## config.mk

```make
export PLATFORM = sky130hd
export DESIGN_NAME = snoop_bus_arbiter
export DESIGN_NICKNAME = d
export VERILOG_FILES = /design/src/rtl/snoop_bus_arbiter.sv
export SDC_FILE = /design/constraint.sdc
export NUM_CORES = 1
export LEC_CHECK = 0
export BUFFER_PORTS_ARGS = -buffer_cell sky130_fd_sc_hd__buf_2
export CORE_AREA = 2 2 57 80
export DETAILED_ROUTE_END_ITERATION = 16
export DIE_AREA = 0 0 59 82
export GPL_TIMING_DRIVEN = 1
export PLACE_DENSITY = 0.76
export RECOVER_POWER = 25
export SLEW_MARGIN = 20
export SYNTH_ARGS = -nofsm -noshare
export SYNTH_HDL_FRONTEND = slang
export SYNTH_SLANG_ARGS = --single-unit
```

## constraint.sdc

```tcl
create_clock -name clock -period 2.4 [get_ports clock]
set_input_delay 0.24 -clock clock [delete_from_list [all_inputs] [get_ports clock]]
set_output_delay 0.24 -clock clock [all_outputs]
set_load 0.01 [all_outputs]
```

## src/rtl/snoop_bus_arbiter.sv

```systemverilog
// Shared-bus controller for a snooping MSI system: round-robin grant, broadcast,
// snoop-ack collection, optional owner write-back and completion pulse.
module snoop_bus_arbiter #(
  parameter int N_CACHES = 4,
  parameter int ADDR_W   = 8,
  parameter int SRC_W    = 2
) (
  input  logic                       clock,
  input  logic                       reset,
  input  logic [N_CACHES-1:0]        req,
  input  logic [2*N_CACHES-1:0]      req_op,
  input  logic [ADDR_W*N_CACHES-1:0] req_addr,
  input  logic [N_CACHES-1:0]        snoop_ack,
  input  logic [N_CACHES-1:0]        snoop_wb,
  input  logic                       wb_done,
  output logic [N_CACHES-1:0]        grant,
  output logic                       bus_valid,
  output logic [1:0]                 bus_op,
  output logic [ADDR_W-1:0]          bus_addr,
  output logic [SRC_W-1:0]           bus_src,
  output logic [N_CACHES-1:0]        done,
  output logic                       busy,
  output logic                       err
);

  typedef enum logic [2:0] {S_IDLE, S_BCAST, S_SNOOP, S_WB, S_DONE} state_e;

  localparam logic [1:0] OP_INV   = 2'b10;
  localparam logic [1:0] OP_EMPTY = 2'b11;

  state_e                state_q, state_d;
  logic [SRC_W-1:0]      ptr_q, ptr_d;
  logic [SRC_W-1:0]      src_q, src_d;
  logic [1:0]            op_q, op_d;
  logic [ADDR_W-1:0]     addr_q, addr_d;
  logic [N_CACHES-1:0]   ackAcc_q, ackAcc_d;
  logic [N_CACHES-1:0]   wbAcc_q, wbAcc_d;
  logic [N_CACHES-1:0]   grant_q, grant_d;
  logic                  busValid_q, busValid_d;
  logic [N_CACHES-1:0]   done_q, done_d;
  logic                  err_q, err_d;

  logic [N_CACHES-1:0]   eligible;
  logic                  found;
  logic [SRC_W-1:0]      selIdx;
  logic [N_CACHES-1:0]   ackNow, wbNow;
  logic                  allAcked, multiWb, protoErr;
  logic [SRC_W-1:0]      ptrNext;

  always_comb begin
    eligible = '0;
    for (int i = 0; i < N_CACHES; i++) begin
      eligible[i] = req[i] && (req_op[2*i +: 2] != OP_EMPTY);
    end
  end

  // First eligible requester scanning upward from the round-robin pointer.
  always_comb begin
    found  = 1'b0;
    selIdx = '0;
    for (int k = 0; k < N_CACHES; k++) begin
      if (!found && eligible[(int'(ptr_q) + k) % N_CACHES]) begin
        found  = 1'b1;
        selIdx = SRC_W'((int'(ptr_q) + k) % N_CACHES);
      end
    end
  end

  // grant_q is one-hot on the owner, so it doubles as the mask of ignored bits.
  assign ackNow   = ackAcc_q | (snoop_ack & ~grant_q);
  assign wbNow    = wbAcc_q | (snoop_ack & snoop_wb & ~grant_q);
  assign allAcked = &(ackNow | grant_q);
  assign multiWb  = |(wbNow & (wbNow - 1'b1));
  assign protoErr = multiWb || ((|wbNow) && (op_q == OP_INV));
  assign ptrNext  = (src_q == SRC_W'(N_CACHES - 1)) ? '0 : src_q + 1'b1;

  always_comb begin
    state_d    = state_q;
    ptr_d      = ptr_q;
    src_d      = src_q;
    op_d       = op_q;
    addr_d     = addr_q;
    ackAcc_d   = ackAcc_q;
    wbAcc_d    = wbAcc_q;
    grant_d    = grant_q;
    busValid_d = 1'b0;
    done_d     = '0;
    err_d      = err_q;
    case (state_q)
      S_IDLE: begin
        if (found) begin
          src_d      = selIdx;
          op_d       = req_op[2*selIdx +: 2];
          addr_d     = req_addr[ADDR_W*selIdx +: ADDR_W];
          grant_d    = N_CACHES'(1) << selIdx;
          busValid_d = 1'b1;
          state_d    = S_BCAST;
        end
      end
      S_BCAST: begin
        ackAcc_d = '0;
        wbAcc_d  = '0;
        state_d  = S_SNOOP;
      end
      S_SNOOP: begin
        ackAcc_d = ackNow;
        wbAcc_d  = wbNow;
        if (protoErr) err_d = 1'b1;
        if (allAcked) begin
          if ((|wbNow) && !protoErr) begin
            state_d = S_WB;
          end else begin
            state_d = S_DONE;
            done_d  = grant_q;
          end
        end
      end
      S_WB: begin
        if (wb_done) begin
          state_d = S_DONE;
          done_d  = grant_q;
        end
      end
      S_DONE: begin
        grant_d = '0;
        ptr_d   = ptrNext;
        state_d = S_IDLE;
      end
      default: state_d = S_IDLE;
    endcase
  end

  always_ff @(posedge clock) begin
    if (reset) begin
      state_q    <= S_IDLE;
      ptr_q      <= '0;
      src_q      <= '0;
      op_q       <= OP_EMPTY;
      addr_q     <= '0;
      ackAcc_q   <= '0;
      wbAcc_q    <= '0;
      grant_q    <= '0;
      busValid_q <= 1'b0;
      done_q     <= '0;
      err_q      <= 1'b0;
    end else begin
      state_q    <= state_d;
      ptr_q      <= ptr_d;
      src_q      <= src_d;
      op_q       <= op_d;
      addr_q     <= addr_d;
      ackAcc_q   <= ackAcc_d;
      wbAcc_q    <= wbAcc_d;
      grant_q    <= grant_d;
      busValid_q <= busValid_d;
      done_q     <= done_d;
      err_q      <= err_d;
    end
  end

  assign grant     = grant_q;
  assign bus_valid = busValid_q;
  assign bus_op    = op_q;
  assign bus_addr  = addr_q;
  assign bus_src   = src_q;
  assign done      = done_q;
  assign busy      = (state_q != S_IDLE);
  assign err       = err_q;

endmodule

```

==> reports/metrics.sh, run 1 <==
OUTCOME='completed'
SYN_AREA_PER_CELL_UM2=9.180
POWER_SWITCHING_mW=0.8961
HOLD_BUFFERS=0
INSERTION_DELAY_PS=290
DESIGN.DIE.AREA_UM2=4838
NUMCTSBUFFERS=5
POST-SYNTH-TOP-AREA-CELL='dfxtp_1'
POST_SYNTH_EDFFS=0
SWITCHING_SHARE_PCT=37.76
POSTSYNTH.TOPFLOPCELL='dfxtp_1'
DIODES=0
M2_GR_USAGE_PCT=38.56
HTREE_LEVELS=2
CAP_VIOL_MAX_COUNT=0
FINAL_CELL_COUNT_NO_FILL=333
CLOCKBUFFERDEPTH=2
FMAX_GHz=0.4515
NETLIST_TOP_CELLS_AREA='dfxtp_1, mux4_2, a21oi_1'
YOSYS.CELL_COUNT.TOP_TYPE='dfxtp_1'
FINAL_CRITICAL_PATH_SETUP_SLACK_PS=184.9
POWER.INTERNAL_mW=1.477
SEQ_POWER_SHARE_PCT=35.7
GR-MAX-USAGE-LAYER='met2'
FINAL.MIN_CLOCK_PERIOD_PS=2215
DRT_ITER0_DRC=116
WORST_REG2REG_PATH_STARTPOINT='grant[1]'
GR-TOTAL-OVERFLOW=0
STATIC-LEAKAGE-POWER_nW=1.028
FP-ROW-COUNT=28
FIRST_GLOBAL_VIAS=1850
FINCLKSKEW_PS=4.812
TIMING.SETUP.TNS_PS=0
SYNTHESIS.INSTANCES=202
POST_DP_CELL_AREA_UM2=2328
FINAL_COUNT_OF_HOLD_TIMING_VIOLATIONS=0
POWERDENSITY_nW_PER_UM2=977.3
GLOBALPLACE.CONGESTION=0.8412
ROUTED-VIA-COUNT=1873
MAX_SLEW.WORST_PIN.SLEW_PS=617.6
SLEW_HEADROOM_PCT=58.67
FINAL_CELL_AREA_UM2=2429
CRITPATHCAPTURE='state_q[1]'
WORSTPATHCELLLIST='buf_4, and3b_2, a2111oi_0, buf_4, nand3b_1, a311oi_1, nand2_1, a211oi_1'
YS_SEQ_AREA_SHARE_PCT=37.79
POWER.SHARE.CLOCK_PCT=19.6
DP.CELLS=325
FIN_HOLD_WS_PS=222.7
HOLD_PATH_CLASS='in2reg'
ASYNC_RESET_FF_SHARE_PCT=0
YOSYS.AREA.TOP_TYPE_SHARE_PCT=37.79
YS_TYPES=47
WORST-PATH-MAX-FANOUT=5
N_FILL_CELL=385
GRT_SETUP_UNREPAIRED='false'
DIE_X_UM=59
PORT_BUFFERS=77
CRITICAL_PATH.MOST_COMMON_CELL='buf_4'
TIMING.RR.END='state_q[1]'
INITIAL_CORE_UTIL_PCT=44.85
INITIAL_DRT_PASS_ITERATIONS=4
WORST_SETUP_PATH_END_KIND='register'
SYNTH_SEQ_CELLS=35
WIRELENGTH_UM=4956
WORSTSETUPSTARTPOINT='grant[1]'
CP-START-KIND='register'
IO_PINS=78
COREAREA_UM2=4134
CLK_PIN_SLEW_PS=70
POSTSYNTHNETCOUNT=258
GRT_USAGE_PCT=22.15
SYNTH_AREA_UM2=1854
DRT.ANTENNA.VIOLATING_NETS=0
PIN_COUNT_OF_THE_BIGGEST_NET_ENTERING_GLOBAL_ROUTING=25
COMB_POWER_SHARE_PCT=44.7
TIMING.FINAL.SETUP_VIOLATIONS=0
GRT_PASS1_WL_UM=8073
DATA_ARRIVAL_TIME_OF_THE_CRITICAL_PATH_PS=2420
TIMING_MAX_TRANSITION_VIOLATIONS_FINAL=0
GRT_USE_MET3_PCT=4.252
NUMCLOCKSINKS=35
CRITICAL-PATH-SLOWEST-CELL='a311oi_1'
NETLIST_TOP_CELLS_COUNT='dfxtp_1, a21oi_1, nor2_1, nor2b_1, nor3_1'
TIMING.SETUP.CRITICAL_PATH_CLASS='reg2reg'
ANTENNA_FOUND_INITIAL=0
REGISTER_TO_REGISTER_PATH_SETUP_SLACK_PS=180
WORST_IR_DROP_VDD_mV=0.5240
ROUTED_VIA_DENSITY=5.625
WORST_EP_REQUIRED_TIME_PS=2610
DETAILED_PLACER_S_ENDING_HPWL_UM=3831
FINAL_LAYOUT_SIZE_SUFFIX_GT1_SHARE_PCT=34.38
LAYOUT.NETS=343
FP.DIEH_UM=82
GLOBAL_ROUTE.USAGE.MET1_PCT=25.29
REMAINING_ROUTING_DRC_VIOLATIONS=0
CRITICAL_PATH.MAX_STAGE_DELAY_PS=440
PRECTSSETUPSLACK_PS=52.25
AREA_DELTA_SYNTH_FINAL_PCT=30.97
CLOCK_TREE.ROOT_CELL='clkbuf_8'
DETAIL_ROUTE.WL_PER_CELL_UM=14.88
TIMING.FINAL.CRIT_SHARE_PCT=92.29
YOSYSWARNINGS=0
REG2REG_DEPTH=8
CTS_TREE='built'
==> critical path, delay by kind of cell (launching register included) <==
kind / cells / cell delay [ps]
AO/OA/AOI/OAI: 3 / 1020
buffers and inverters: 2 / 330
flip-flops: 1 / 350
AND/OR/NAND/NOR: 3 / 430
==> placed cells by master, fill, tap and decap left out, types with 3 or more instances in the layout <==
cell type | synthesis | final
a21boi_0 | 3 | 3
nand3b_1 | 4 | 4
a21bo_2 | 3 | 3
a22o_1 | 8 | 8
and2_1 | 5 | 5
nor3_1 | 10 | 10
a31oi_1 | 4 | 4
a21oi_1 | 20 | 20
buf_2 | 2 | 63
nor2b_1 | 11 | 11
dfxtp_1 | 35 | 35
nand3_1 | 5 | 5
buf_4 | 1 | 9
or3_1 | 6 | 5
o31ai_1 | 3 | 3
a211oi_1 | 4 | 4
nor2_1 | 17 | 17
clkbuf_8 | 0 | 7
mux4_2 | 8 | 8
inv_1 | 6 | 6
clkbuf_1 | 3 | 15
nand2_1 | 7 | 7
and3_1 | 3 | 3
==> timing repair <==
item                                    in CTS  in global routing
resized for setup                            0                  3
endpoints found under the setup margin       0                  5
setup buffers                                0                  0
==> power groups by stage <==
stage | registers, mW | clock network [mW] | logic (mW)
2_1_floorplan | 0.877 | 0 | 0.696
3_3_place_gp | 0.847 | 0 | 1.02
3_5_place_dp | 0.851 | 0 | 1.05
4_1_cts | 0.842 | 0.475 | 1.06
5_1_grt | 0.863 | 0.500 | 1.17
6_report | 0.848 | 0.465 | 1.06
==> cells by family after synthesis <==
| kind of cell | count (synthesis) | share of synthesized area (%) |
|---|---|---|
| buffers and inverters | 15 | 4.183 |
| AND/OR/NAND/NOR | 79 | 23.21 |
| AO/OA/AOI/OAI | 61 | 22.81 |
| adder cells (fa/ha/maj) | 2 | 1.214 |
| multiplexers | 10 | 10.80 |
| flip-flops | 35 | 37.79 |
==> stage by stage <==
step / power (mW) / util (%)
floorplan: 1.573 / -
global placement: 1.872 / 56.33
detailed placement: 1.900 / 56.33
CTS: 2.372 / 58.75
global route: 2.534 / 58.75
finish: 2.373 / 58.75
==> sequential cells by signal, summed over array words and instances (netlist names), 3 cells and up <==
signal    flops
ackAcc_q      4
bus_addr      8
done          4
grant         4
state_q       3
wbAcc_q       4
==> layer usage <==
metal  up-vias  wire length [µm]
met1       866              1944
met2        65              2721
met3         9               211
met5         -                 0
li1        933                 -
met4         0                78
==> worst min-delay path by stage <==
stage                  from           to  slack (ps)  depth (start not counted)
2_1_floorplan         reset   state_q[2]         350                          1
3_3_place_gp            err          err         430                          2
3_5_place_dp            err          err         440                          2
4_1_cts        snoop_ack[1]  ackAcc_q[1]         220                          3
5_1_grt        snoop_ack[2]  ackAcc_q[2]         240                          3
6_report       snoop_ack[1]  ackAcc_q[1]         220                          3
==> final cells by class <==
cell class	count	area [µm²]	share of cell area (%)
multi-input combinational	152	1094	45.03
sequential	35	700.7	28.85
timing repair buffer	87	455.4	18.75
inverter	6	22.52	0.9274
tap	45	56.30	2.318
clock buffer	8	100.1	4.122
No activity file was read; power rests on OpenSTA's default activity.
==> inputs of run 2 (changes only) <==
--- a/config.mk
+++ b/config.mk
@@ -8,7 +8,9 @@
 export BUFFER_PORTS_ARGS = -buffer_cell sky130_fd_sc_hd__buf_2
-export CORE_AREA = 2 2 57 80
+export CELL_PAD_IN_SITES_DETAIL_PLACEMENT = 0
+export CELL_PAD_IN_SITES_GLOBAL_PLACEMENT = 2
+export CORE_AREA = 2 2 71 100
 export DETAILED_ROUTE_END_ITERATION = 16
-export DIE_AREA = 0 0 59 82
+export DIE_AREA = 0 0 73 102
 export GPL_TIMING_DRIVEN = 1
-export PLACE_DENSITY = 0.76
+export PLACE_DENSITY_LB_ADDON = 0.1
 export RECOVER_POWER = 25
==> constraint.sdc (replaced) <==
create_clock -name clock -period 2.6 [get_ports clock]
set_input_delay 0.26 -clock clock [delete_from_list [all_inputs] [get_ports clock]]
set_output_delay 0.26 -clock clock [all_outputs]
set_load 0.02 [all_outputs]
==> run 2 against run 1 <==
  * Largest cell class unchanged
  * Maximum frequency is 1.9% lower
  * Worst hold slack better by 33 ps
  * Critical endpoint is now bus_addr[2]
  * Wire length is 16% higher
  * Sequential cell count stayed put
  * Global-route usage is 5.9 points lower
  * Clock skew is 0.89 ps higher
  * First-iteration DRC count is 70% lower
  * Non-clock buffer count is 7 higher
  * Largest power group unchanged
  * Clock-buffer cell count is 1 lower
  * Clock power is 6.0% lower
  * Register-to-register slack better by 160 ps
==> reports/metrics.sh, run 2 (synthesis gave the netlist of run 1 again) <==
WIRELENGTH_UM=5751  # +16%
WORSTPATHCELLLIST='nor3_1, or3_1, o31a_1, or3_1, nor2_2, a22o_1'
WORST_IR_DROP_VDD_mV=0.2726  # -48%
POWER.SHARE.CLOCK_PCT=18.8  # -0.8 points
REGISTER_TO_REGISTER_PATH_SETUP_SLACK_PS=340  # +160 ps
TIMING.FINAL.SETUP_VIOLATIONS=0  # unchanged
CRITICAL_PATH.MAX_STAGE_DELAY_PS=560  # +120 ps
FINAL_COUNT_OF_HOLD_TIMING_VIOLATIONS=0  # unchanged
FINAL.MIN_CLOCK_PERIOD_PS=2258  # +42.89 ps
HOLD_PATH_CLASS='in2reg'
WORST_SETUP_PATH_END_KIND='register'
MOSTFREQUENTLAYOUTCELL='buf_2'
FINCLKSKEW_PS=5.702  # +0.8901 ps
WORSTPATHBUFFERINVERTERCOUNT=0  # -2
CLOCK_TREE.ROOT_CELL='clkbuf_8'
CAP_VIOL_MAX_COUNT=0  # unchanged
DETAIL_ROUTE.WL_PER_CELL_UM=15.59  # +4.7%
ANTENNA_FOUND_INITIAL=0  # unchanged
DRT_ITER0_DRC=35  # -70%
DATA_ARRIVAL_TIME_OF_THE_CRITICAL_PATH_PS=2490  # +70 ps
FINAL_CELL_COUNT_NO_FILL=369  # +11%
POST_CTS_BUFFERS=0  # unchanged
DIE_X_UM=73  # +24%
GRT_PASS1_WL_UM=9363  # +16%
FINALCOREUTILIZATION_PCT=38.37  # -20 points
POWERDENSITY_nW_PER_UM2=928.8  # -5.0%
CP_TOP_FAMILY='simple AND/OR/NAND/NOR gates'
NUMCTSBUFFERS=5  # unchanged
WORST_REG2REG_PATH_STARTPOINT='ackAcc_q[1]'
TIMING.FINAL.CRIT_SHARE_PCT=86.84  # -5.5 points
WORSTSETUPSTARTPOINT='ackAcc_q[1]'
FP.DIEH_UM=102  # +24%
SLEW_HEADROOM_PCT=51.64  # -7.0 points
TIMING.SETUP.CRITICAL_PATH_CLASS='reg2reg'
LAYOUT.NETS=350  # +2.0%
CRITICAL-PATH-SLOWEST-CELL='or3_1'
STATIC-LEAKAGE-POWER_nW=1.061  # +3.2%
HTREE_LEVELS=2  # unchanged
SEQ_POWER_SHARE_PCT=32.9  # -2.8 points
FINAL_LAYOUT_SIZE_SUFFIX_GT1_SHARE_PCT=35.25  # +0.88 points
POWER_SWITCHING_mW=0.9406  # +5.0%
REMAINING_ROUTING_DRC_VIOLATIONS=0  # unchanged
DRT.ANTENNA.VIOLATING_NETS=0  # unchanged
COREAREA_UM2=6525  # +58%
INITIAL_CORE_UTIL_PCT=28.42  # -16 points
ROUTED_VIA_DENSITY=5.108  # -9.2%
INITIAL_DRT_PASS_ITERATIONS=3  # -1
PORT_BUFFERS=77  # unchanged
ROUTED-VIA-COUNT=1885  # +0.64%
GATES_RESIZED_CTS_REPAIR=0  # unchanged
GR-TOTAL-OVERFLOW=0  # unchanged
INSERTION_DELAY_PS=280  # about the same
FINAL_CELL_AREA_UM2=2504  # +3.1%
NUMCLOCKSINKS=35  # unchanged
GRT_SETUP_UNREPAIRED='false'
DETAILED_PLACER_S_ENDING_HPWL_UM=4700  # +23%
DESIGN.DIE.AREA_UM2=7446  # +54%
DP.CELLS=361  # +11%
HOLD_BUFFERS=0  # unchanged
MIN-DELAY-START='snoop_ack[3]'
FIRST_GLOBAL_VIAS=1947  # +5.2%
WORST_EP_REQUIRED_TIME_PS=2830  # +220 ps
CP-START-KIND='register'
MAX_SLEW.WORST_PIN.SLEW_PS=719.0  # +101.4 ps
TIMING_MAX_TRANSITION_VIOLATIONS_FINAL=0  # unchanged
POWER.INTERNAL_mW=1.385  # -6.3%
DIODES=0  # unchanged
POST_DP_CELL_AREA_UM2=2417  # +3.8%
AREA_DELTA_SYNTH_FINAL_PCT=35.02
TIMING.SETUP.TNS_PS=0  # unchanged
FMAX_GHz=0.4429  # -1.9%
GLOBALPLACE.CONGESTION=0.7810  # -7.2%
LARGEST_REGISTER_FFS=8  # unchanged
FP-ROW-COUNT=35  # +25%
PIN_COUNT_OF_THE_BIGGEST_NET_ENTERING_GLOBAL_ROUTING=25  # unchanged
GRT_USAGE_PCT=16.21  # -5.9 points
CTS_TREE='built'
SWITCHING_SHARE_PCT=40.45  # +2.7 points
IO_PINS=78  # unchanged
CLK_PIN_SLEW_PS=70  # about the same
CLOCKBUFFERDEPTH=2  # unchanged
OUTCOME='completed'
COMB_POWER_SHARE_PCT=48.3  # +3.6 points
CRITICAL_PATH.MOST_COMMON_CELL='or3_1'
LAYOUT_COMMON_CELLS='buf_2, dfxtp_1, a21oi_1'
WORST-PATH-MAX-FANOUT=13  # +8
-- run 2: cell count changes in the layout (fill, tap and decap cells not counted), sizes merged --
cell      before  now
clkinvlp       0    1
buf           73   80
clkbuf        22   21
-- run 2: worst paths after layout --
kind	endpoint	cells past startpoint
worst max-delay path	bus_addr[2]	6
worst min-delay path	ackAcc_q[3]	3
worst max register to register	bus_addr[2]	6
worst min register to register	err	2
-- run 2: stage by stage --
stage                     setup WS (ps)  hold WS [ps]  power (mW)
after floorplan                   363.2         372.2       1.539
after global placement            136.9         436.1       1.940
after detailed placement          121.3         444.3       1.933
after CTS                         332.5         247.1       2.382
after global routing              82.67         260.9       2.504
final                             342.0         255.3       2.325
-- run 2: power by group through the flow --
stage / sequential (mW) / combinational [mW] / clock (mW)
2_1_floorplan: 0.886 / 0.653 / 0
3_3_place_gp: 0.775 / 1.16 / 0
3_5_place_dp: 0.778 / 1.15 / 0
4_1_cts: 0.767 / 1.16 / 0.454
5_1_grt: 0.787 / 1.24 / 0.475
6_report: 0.765 / 1.12 / 0.437
-- run 2: layer usage --
metal  GRT usage (%)  vias up  part of all wire [%]
met4           4.701        0                   1.2
li1                -      942                     -
met3           3.353        7                   4.1
met1           17.76      881                    40
met5               0        -                     0
met2           30.70       55                    55
-- run 2: layout make-up --
class | count | area (µm²)
fill | 699 | 4021
inverter | 6 | 22.52
tap | 74 | 92.59
clock buffer | 7 | 96.34
clock inverter | 1 | 7.507
multi-input combinational | 152 | 1076
sequential | 35 | 700.7
timing repair buffer | 94 | 508.0
-- run 2: worst register-to-register path, stage by stage, from the launching register on --
cell     delay, ps
dfxtp_1        340
nor3_1          50
or3_1          370
o31a_1         260
or3_1          560
nor2_2         420
a22o_1         210
